### src/rtl/pipe_pkg.sv
// Shared pipeline definitions: hazard FSM states, forwarding-select encodings
// and default widths matching the core's consts.v.
package pipe_pkg;

    localparam int REG_SIZE_DEF = 5;
    localparam int WORD_DEF     = 32;

    typedef enum logic [1:0] {
        RUN      = 2'd0,
        MEM_WAIT = 2'd1,
        HALT     = 2'd2
    } hz_state_e;

    localparam logic [1:0] FWD_RF = 2'b00;
    localparam logic [1:0] FWD_W  = 2'b01;
    localparam logic [1:0] FWD_M  = 2'b10;

endpackage

### src/rtl/fwd_sel.sv
// EX-stage operand forwarding select for one source register.
// The memory-stage result is newer than writeback, so it wins; x0 is never forwarded.
module fwd_sel
    import pipe_pkg::*;
#(
    parameter int REG_SIZE = REG_SIZE_DEF
) (
    input  logic [REG_SIZE-1:0] rs,
    input  logic [REG_SIZE-1:0] write_reg_m,
    input  logic                reg_write_m,
    input  logic [REG_SIZE-1:0] write_reg_w,
    input  logic                reg_write_w,
    output logic [1:0]          fwd
);

    logic hit_m;
    logic hit_w;

    always_comb begin
        hit_m = reg_write_m && (write_reg_m != '0) && (write_reg_m == rs);
        hit_w = reg_write_w && (write_reg_w != '0) && (write_reg_w == rs);
        fwd   = FWD_RF;
        if (hit_m) begin
            fwd = FWD_M;
        end else if (hit_w) begin
            fwd = FWD_W;
        end
    end

endmodule

### src/rtl/hazard_ctrl.sv
// Hazard and pipeline-control unit: forwarding, load-use stall, branch flush,
// data-memory wait with timeout, halt on finish, saturating performance counters.
module hazard_ctrl
    import pipe_pkg::*;
#(
    parameter int REG_SIZE = REG_SIZE_DEF,
    parameter int CNT_W    = 32,
    parameter int WAIT_MAX = 16
) (
    input  logic                clk,
    input  logic                reset,
    input  logic [REG_SIZE-1:0] rs1D,
    input  logic [REG_SIZE-1:0] rs2D,
    input  logic [REG_SIZE-1:0] rs1E,
    input  logic [REG_SIZE-1:0] rs2E,
    input  logic [REG_SIZE-1:0] writeRegE,
    input  logic [REG_SIZE-1:0] writeRegM,
    input  logic [REG_SIZE-1:0] writeRegW,
    input  logic                regWriteE,
    input  logic                regWriteM,
    input  logic                regWriteW,
    input  logic                mem2regE,
    input  logic                PCSrcM,
    input  logic                memReqM,
    input  logic                memReadyM,
    input  logic                finishW,
    output logic [1:0]          fwdAE,
    output logic [1:0]          fwdBE,
    output logic                stallF,
    output logic                stallD,
    output logic                stallE,
    output logic                stallM,
    output logic                flushD,
    output logic                flushE,
    output logic                flushW,
    output logic                halted,
    output logic                memErr,
    output logic [CNT_W-1:0]    cycleCnt,
    output logic [CNT_W-1:0]    stallCnt,
    output logic [CNT_W-1:0]    flushCnt,
    output hz_state_e           dbg_state
);

    localparam int                WAIT_W     = $clog2(WAIT_MAX + 1);
    localparam logic [WAIT_W-1:0] WAIT_LIMIT = WAIT_W'(WAIT_MAX);

    hz_state_e         state_q, state_d, cur_state;
    logic [WAIT_W-1:0] wait_cnt_q, wait_cnt_d, wait_inc;
    logic              halted_q, halted_d;
    logic              mem_err_q, mem_err_d;
    logic [CNT_W-1:0]  cycle_cnt_q, cycle_cnt_d;
    logic [CNT_W-1:0]  stall_cnt_q, stall_cnt_d;
    logic [CNT_W-1:0]  flush_cnt_q, flush_cnt_d;
    logic              mem_wait;
    logic              lw_stall;

    fwd_sel #(.REG_SIZE(REG_SIZE)) u_fwd_a (
        .rs          (rs1E),
        .write_reg_m (writeRegM),
        .reg_write_m (regWriteM),
        .write_reg_w (writeRegW),
        .reg_write_w (regWriteW),
        .fwd         (fwdAE)
    );

    fwd_sel #(.REG_SIZE(REG_SIZE)) u_fwd_b (
        .rs          (rs2E),
        .write_reg_m (writeRegM),
        .reg_write_m (regWriteM),
        .write_reg_w (writeRegW),
        .reg_write_w (regWriteW),
        .fwd         (fwdBE)
    );

    // While reset is held the control outputs behave as in RUN, whatever the stored state.
    always_comb begin
        cur_state = reset ? RUN : state_q;
        mem_wait  = memReqM && !memReadyM;
        lw_stall  = mem2regE && regWriteE && (writeRegE != '0) &&
                    ((writeRegE == rs1D) || (writeRegE == rs2D));
    end

    always_comb begin
        stallF = 1'b0;
        stallD = 1'b0;
        stallE = 1'b0;
        stallM = 1'b0;
        flushD = 1'b0;
        flushE = 1'b0;
        flushW = 1'b0;
        if (cur_state == HALT) begin
            stallF = 1'b1;
            stallD = 1'b1;
            stallE = 1'b1;
            stallM = 1'b1;
        end else if (mem_wait) begin
            stallF = 1'b1;
            stallD = 1'b1;
            stallE = 1'b1;
            stallM = 1'b1;
            flushW = 1'b1;
        end else if (PCSrcM) begin
            // A taken branch discards the younger load-use pair, so fetch must not stall.
            flushD = 1'b1;
            flushE = 1'b1;
        end else if (lw_stall) begin
            stallF = 1'b1;
            stallD = 1'b1;
            flushE = 1'b1;
        end
    end

    always_comb begin
        state_d    = state_q;
        wait_cnt_d = wait_cnt_q;
        mem_err_d  = mem_err_q;
        wait_inc   = wait_cnt_q + 1'b1;
        unique case (state_q)
            RUN: begin
                if (finishW) begin
                    state_d = HALT;
                end else if (mem_wait) begin
                    state_d    = MEM_WAIT;
                    wait_cnt_d = '0;
                end
            end
            MEM_WAIT: begin
                if (finishW) begin
                    state_d = HALT;
                end else if (memReqM && memReadyM) begin
                    state_d = RUN;
                end else begin
                    wait_cnt_d = wait_inc;
                    if (wait_inc == WAIT_LIMIT) begin
                        state_d   = HALT;
                        mem_err_d = 1'b1;
                    end
                end
            end
            HALT: begin
                state_d = HALT;
            end
            default: begin
                state_d = RUN;
            end
        endcase
        halted_d = (state_d == HALT);
    end

    always_comb begin
        cycle_cnt_d = cycle_cnt_q;
        stall_cnt_d = stall_cnt_q;
        flush_cnt_d = flush_cnt_q;
        if (state_q != HALT) begin
            if (cycle_cnt_q != '1) begin
                cycle_cnt_d = cycle_cnt_q + 1'b1;
            end
            if (stallF && (stall_cnt_q != '1)) begin
                stall_cnt_d = stall_cnt_q + 1'b1;
            end
            if (flushD && (flush_cnt_q != '1)) begin
                flush_cnt_d = flush_cnt_q + 1'b1;
            end
        end
    end

    always_ff @(posedge clk) begin
        if (reset) begin
            state_q     <= RUN;
            wait_cnt_q  <= '0;
            halted_q    <= 1'b0;
            mem_err_q   <= 1'b0;
            cycle_cnt_q <= '0;
            stall_cnt_q <= '0;
            flush_cnt_q <= '0;
        end else begin
            state_q     <= state_d;
            wait_cnt_q  <= wait_cnt_d;
            halted_q    <= halted_d;
            mem_err_q   <= mem_err_d;
            cycle_cnt_q <= cycle_cnt_d;
            stall_cnt_q <= stall_cnt_d;
            flush_cnt_q <= flush_cnt_d;
        end
    end

    assign halted    = halted_q;
    assign memErr    = mem_err_q;
    assign cycleCnt  = cycle_cnt_q;
    assign stallCnt  = stall_cnt_q;
    assign flushCnt  = flush_cnt_q;
    assign dbg_state = state_q;

endmodule

### config.mk
export PLATFORM = sky130hd
export DESIGN_NAME = hazard_ctrl
export DESIGN_NICKNAME = d
export VERILOG_FILES = /design/src/rtl/pipe_pkg.sv /design/src/rtl/fwd_sel.sv /design/src/rtl/hazard_ctrl.sv
export SDC_FILE = /design/constraint.sdc
export NUM_CORES = 1
export LEC_CHECK = 0
export CAP_MARGIN = 25
export CORE_MARGIN = 1.5
export CORE_UTILIZATION = 50
export DETAILED_ROUTE_END_ITERATION = 8
export PLACE_DENSITY_LB_ADDON = 0.1
export SYNTH_ARGS = -nofsm -noshare
export SYNTH_HDL_FRONTEND = slang
export SYNTH_SLANG_ARGS = --single-unit
### constraint.sdc
create_clock -name clk -period 9.2 [get_ports clk]
set_input_delay 2.76 -clock clk [delete_from_list [all_inputs] [get_ports clk]]
set_output_delay 2.76 -clock clk [all_outputs]
set_load 0.05 [all_outputs]
=== Word-level counts from Yosys, hierarchy flattened ===
Index checks and enable logic that the tools add are counted.

* Register bits: 105
* Word-level logic and storage cells: 86

* Add/sub/neg operators: 4
* Equality and inequality tests: 19
* Muxes and demuxes: 29
* Bitwise logic cells: 2
* Reductions and logical operators: 25

{| class="wikitable"
|+ Operators by type and width
! kind !! number
|-
| 32-bit by 1-bit adder with 32-bit output (second input constant) || 3
|-
| 32-bit inequality test (second input constant) || 3
|-
| 5-bit equality test || 6
|-
| 5-bit two-way mux || 4
|-
| 2-bit two-way mux || 8
|-
| 1-bit two-way mux || 15
|-
| 5-bit nonzero test || 3
|-
| 1-bit logical AND || 13
|-
| 2-bit inequality test (second input constant) || 5
|-
| 5-bit case mux with 2 select lines || 1
|-
| 2-bit equality test (second input constant) || 3
|-
| 2-bit case mux with 3 select lines || 1
|-
| 2-bit AND reduction || 3
|-
| 5-bit by 1-bit adder with 5-bit output (second input constant) || 1
|-
| 5-bit equality test (second input constant) || 1
|-
| 5-bit AND reduction || 1
|-
| 4-bit AND reduction || 1
|-
| 2-bit by 1-bit equality test with 1-bit output (second input constant) || 1
|-
| 2-bit logical NOT || 1
|-
| 1-bit inverter || 2
|-
| 2-bit nonzero test || 1
|-
| 1-bit logical NOT || 1
|-
| 1-bit logical OR || 1
|}

=== Depth between registers and ports, before layout ===
* Depth after elaboration: 9
* Depth in mapped cells: 8
* Mapped depth without buffers: 7

=== Cells and area by module ===
From an unflattened synthesis, not the netlist that was laid out.

* Cells, all modules: 689
* Area total of the unflattened synthesis: 5746.8 um2

{| class="wikitable"
|+ By module, submodules not included
! module !! instances !! cells each !! area an instance (um2) !! sequential area each (um2)
|-
| hazard_ctrl || 1 || 647 || 5429.0 || 2102.0
|-
| fwd_sel || 2 || 21 || 158.9 || 0.0
|}

=== Worst setup path before layout ===
OpenSTA, ideal clock, no wires.

* Kind: input-to-output
* Start: in writeRegM[0]
* End: out fwdAE[0]
* Arrival time: 5117 ps
* Data required time: 6440 ps
* Setup slack: 1323 ps
* Cell stages on the path: 4
* Buffers on the path: 0
* Cell sequence: or4_1 -> o21ai_0 -> nor4_1 -> nor4_1

* Longest elaborated chain between the ends: 4

{| class="wikitable"
|+ RTL lines
! what !! line !! text
|-
| start, declared || hazard_ctrl.sv:17 || <nowiki>input logic [REG_SIZE-1:0] writeRegM,</nowiki>
|-
| 5-bit nonzero test || fwd_sel.sv:20 || <nowiki>hit_m = reg_write_m && (write_reg_m != '0) && (write_reg_m == rs);</nowiki>
|-
| 1-bit logical AND || fwd_sel.sv:20 ||
|-
| 1-bit logical AND * || fwd_sel.sv:20 ||
|-
| named net u_fwd_a.hit_m || fwd_sel.sv:16 || <nowiki>logic hit_m;</nowiki>
|-
| 2-bit two-way mux * || fwd_sel.sv:23 || <nowiki>if (hit_m) begin</nowiki>
|-
| end, declared || hazard_ctrl.sv:27 || <nowiki>output logic [1:0] fwdAE,</nowiki>
|}

Mark *: on every way through the listed nets, which the timed path passes. The rest lies on a longest branch.

=== Final worst setup path ===
* Start: in writeRegM[0]
* End: out fwdAE[0]

* Longest elaborated chain between the ends: 4

{| class="wikitable"
|+ RTL lines
! what !! line
|-
| 5-bit nonzero test || fwd_sel.sv:20
|-
| 1-bit logical AND || fwd_sel.sv:20
|-
| 1-bit logical AND * || fwd_sel.sv:20
|-
| 2-bit two-way mux * || fwd_sel.sv:23
|}

Every way passes the cells marked *; elsewhere a longest branch is shown, timed or not.

==> flow_summary.toml <==
[timing]
hold_viol = 0
clock_skew_ns = 0.0157
fmax_ghz = 0.122
timing.final.crit_share = 0.893
finalWorstSetupSlack_ns = 0.980
fin_crit_ns = 8.22
slew_headroom = 0.309
rsz0062_at_grt = "false"
worst_slew_pin_slew_ns = 1.02
setup_tns_ns = 0
setup_viol = 0
slew_violations = 0

[synth]
synth_area_leader_cell = "dfxtp_1"
synth_top_area_frac = 0.377
synth_cell_types = 46
synth_fp_nets = 733
ys_top_cells_by_area = "dfxtp_1, xor2_1, nor2_1"
ys_ff_latch = 105
ys_warn_count = 0
synthArstFlopShare = 0
synth_edf_count = 0
ys_seq_area_frac = 0.377
syn-cell-area_um2 = 5580
syn_area_per_cell_um2 = 8.15
synth_cells = 684
ys.flop_type = "dfxtp_1"

[floorplan]
chipHeight_um = 109
io_pins = 156
die-area_um2 = 11800
start_util = 0.514
coreArea_um2 = 10800
fp.dieW_um = 109
rows = 38

[pwr]
p_leak_nw = 2.49
peakVddDrop_mv = 0.0904
cellPowerDensity_nw_per_um2 = 121

[status]
status = "finished clean"

[worst_setup_path]
crit_fanout = 3
cp_cell_sequence = "clkdlybuf4s50_1, or4_1, o21ai_0, nor4_1, nor4_1, clkdlybuf4s50_1"
critical_path_class = "primary input to output pin"
critPathMaxStageDelay_ns = 0.88
end_kind = "output pin"
slowest_stage = "clkdlybuf4s50_1"
crit_family = "buffers and inverters"
critPathBufInv = 2
startpoint = "writeRegM[0]"
reg2reg_from = "stallCnt[14]$_SDFFE_PP0P_"
cp-start-kind = "primary input"
required_ns = 6.44
worstPathArrival_ns = 5.46

[global_routing]
gr-total-overflow = 0
grt_pass1_vias = 5045
grt_usage = 0.248
grt_first_pass_wirelength_um = 23500
grt_antenna_before_repair = 0
grt_max_degree = 86

[clocking]
post-cts-setup-buffers = 0
clock_path_buffers = 2
cts_hold_buf = 0
cts_max_level = 3
clock_sinks = 105
cts_tree = "built"
cts_resized = 0
path_clk_slew_ns = 0.10
cts_buffers = 9
cts-root-buf = "clkbuf_8"
clock_latency_ns = 0.38

[flow_run]
max_cap_violations = 0

[finish]
layout_common_cells = "clkdlybuf4s50_1, dfxtp_1, nor2_1, xor2_1, nand3_1"
stdcell_area_um2 = 7440
nets = 871
area_growth_pct = 33.5
final_common_cell = "clkdlybuf4s50_1"
antennaDiodeCount = 0
layout-drive-gt1-share = 0.0508

[route]
drt-pass1-iter-count = 5
drc = 0
vias_per_cell = 5.71
drt-initial-drc-count = 312
ant_nets = 0
avgRoutedWirePerCell_um = 14.9
via_count = 5517
drt-total-wl_um = 14400

[worst_hold_path]
hold_class = "flip-flop to flip-flop"
hold_path.startpoint = "wait_cnt_q[4]$_SDFFE_PP0P_"

[placed_design]
pre_cts_ws_ns = 0.970
dp_hpwl_um = 10500
place_area_um2 = 7210
gp_congestion = 0.806
port_buffers = 155
==> worst reg2reg max path, stage by stage, from the launching register on <==
cell	delay (ns)
dfxtp_1	0.44
and4_1	0.36
and4_1	0.30
nand4_1	0.55
nand2_1	0.57
nor4bb_1	0.13
mux2_2	0.29
==> layer usage <==
metal  vias to the layer above  track usage  wire [µm]
li1                       2718            -          -
met1                      2613        0.316       6340
met2                       164        0.412       7060
met3                        22       0.0609        767
met4                         0       0.0742        252
met5                         -            0          0
==> per-stage QoR <==
step / std cells / hold WS [ns] / power (mW) / utilization
final: 967 / 0.510 / 0.904 / 0.686
after global routing: 967 / 0.529 / 0.942 / 0.686
after floorplan: 684 / 0.466 / 0.544 / -
after CTS: 967 / 0.511 / 0.914 / 0.686
after global placement: 949 / 0.460 / 0.588 / 0.662
after detailed placement: 951 / 0.489 / 0.593 / 0.666
==> registers in the layout, indices dropped and copies added, names as in the netlist <==
| register | flops |
|---|---|
| cycleCnt | 32 |
| dbg_state | 2 |
| flushCnt | 32 |
| halted | 1 |
| memErr | 1 |
| stallCnt | 32 |
| wait_cnt_q | 5 |
==> cells by family (layout without fill, tap and decap cells) <==
logic type | count (synthesis) | after routing | share of synthesized area
AOI/OAI and AO/OA | 82 | 82 | 0.0844
xor gates and xnor gates | 87 | 87 | 0.137
adders and majority gates | 4 | 4 | 0.00898
buffers and inverters | 43 | 186 | 0.0316
DFF | 105 | 105 | 0.377
muxes | 12 | 12 | 0.0238
and+or+nand+nor | 351 | 351 | 0.338
==> synthesized netlist by cell type (all sizes together) (7+ instances only) <==
library cell  number
xnor2             23
dfxtp            105
or4               16
nor3              17
and4              12
nand3             43
and3              15
nand4             35
inv               11
xor2              64
nor2             101
nand2             37
clkbuf            27
nor4              12
nor4b              7
or3               25
o31ai              8
nor2b             13
mux2              10
o21ai             25
a21oi             33
==> area by class of cell <==
cell class              count  area (µm²)
clock buffers              10         138
clock inverters             6        88.8
fillers                   920        3400
inverters                  11        41.3
multi-input cells         536        3300
flip-flops and latches    105        2100
well taps                 140         175
repair buffers            159        1600
==> power by group <==
part | switching [mW] | leakage, nW | internal (mW)
clock | 0.160 | 0.109 | 0.161
combinational | 0.0715 | 1.53 | 0.0463
sequential | 0.00663 | 0.847 | 0.459
==> path summary, 6_finish.rpt <==
kind | endpoint | slack (ns) | depth (start not counted)
setup / recovery | fwdAE[0] | 0.98 | 6
hold / removal | wait_cnt_q[4]$_SDFFE_PP0P_ | 0.51 | 2
setup reg to reg | stallCnt[23]$_SDFFE_PP0P_ | 6.46 | 6
hold reg to reg | wait_cnt_q[4]$_SDFFE_PP0P_ | 0.51 | 2
Note: power is estimated with default switching activity, not from simulation.
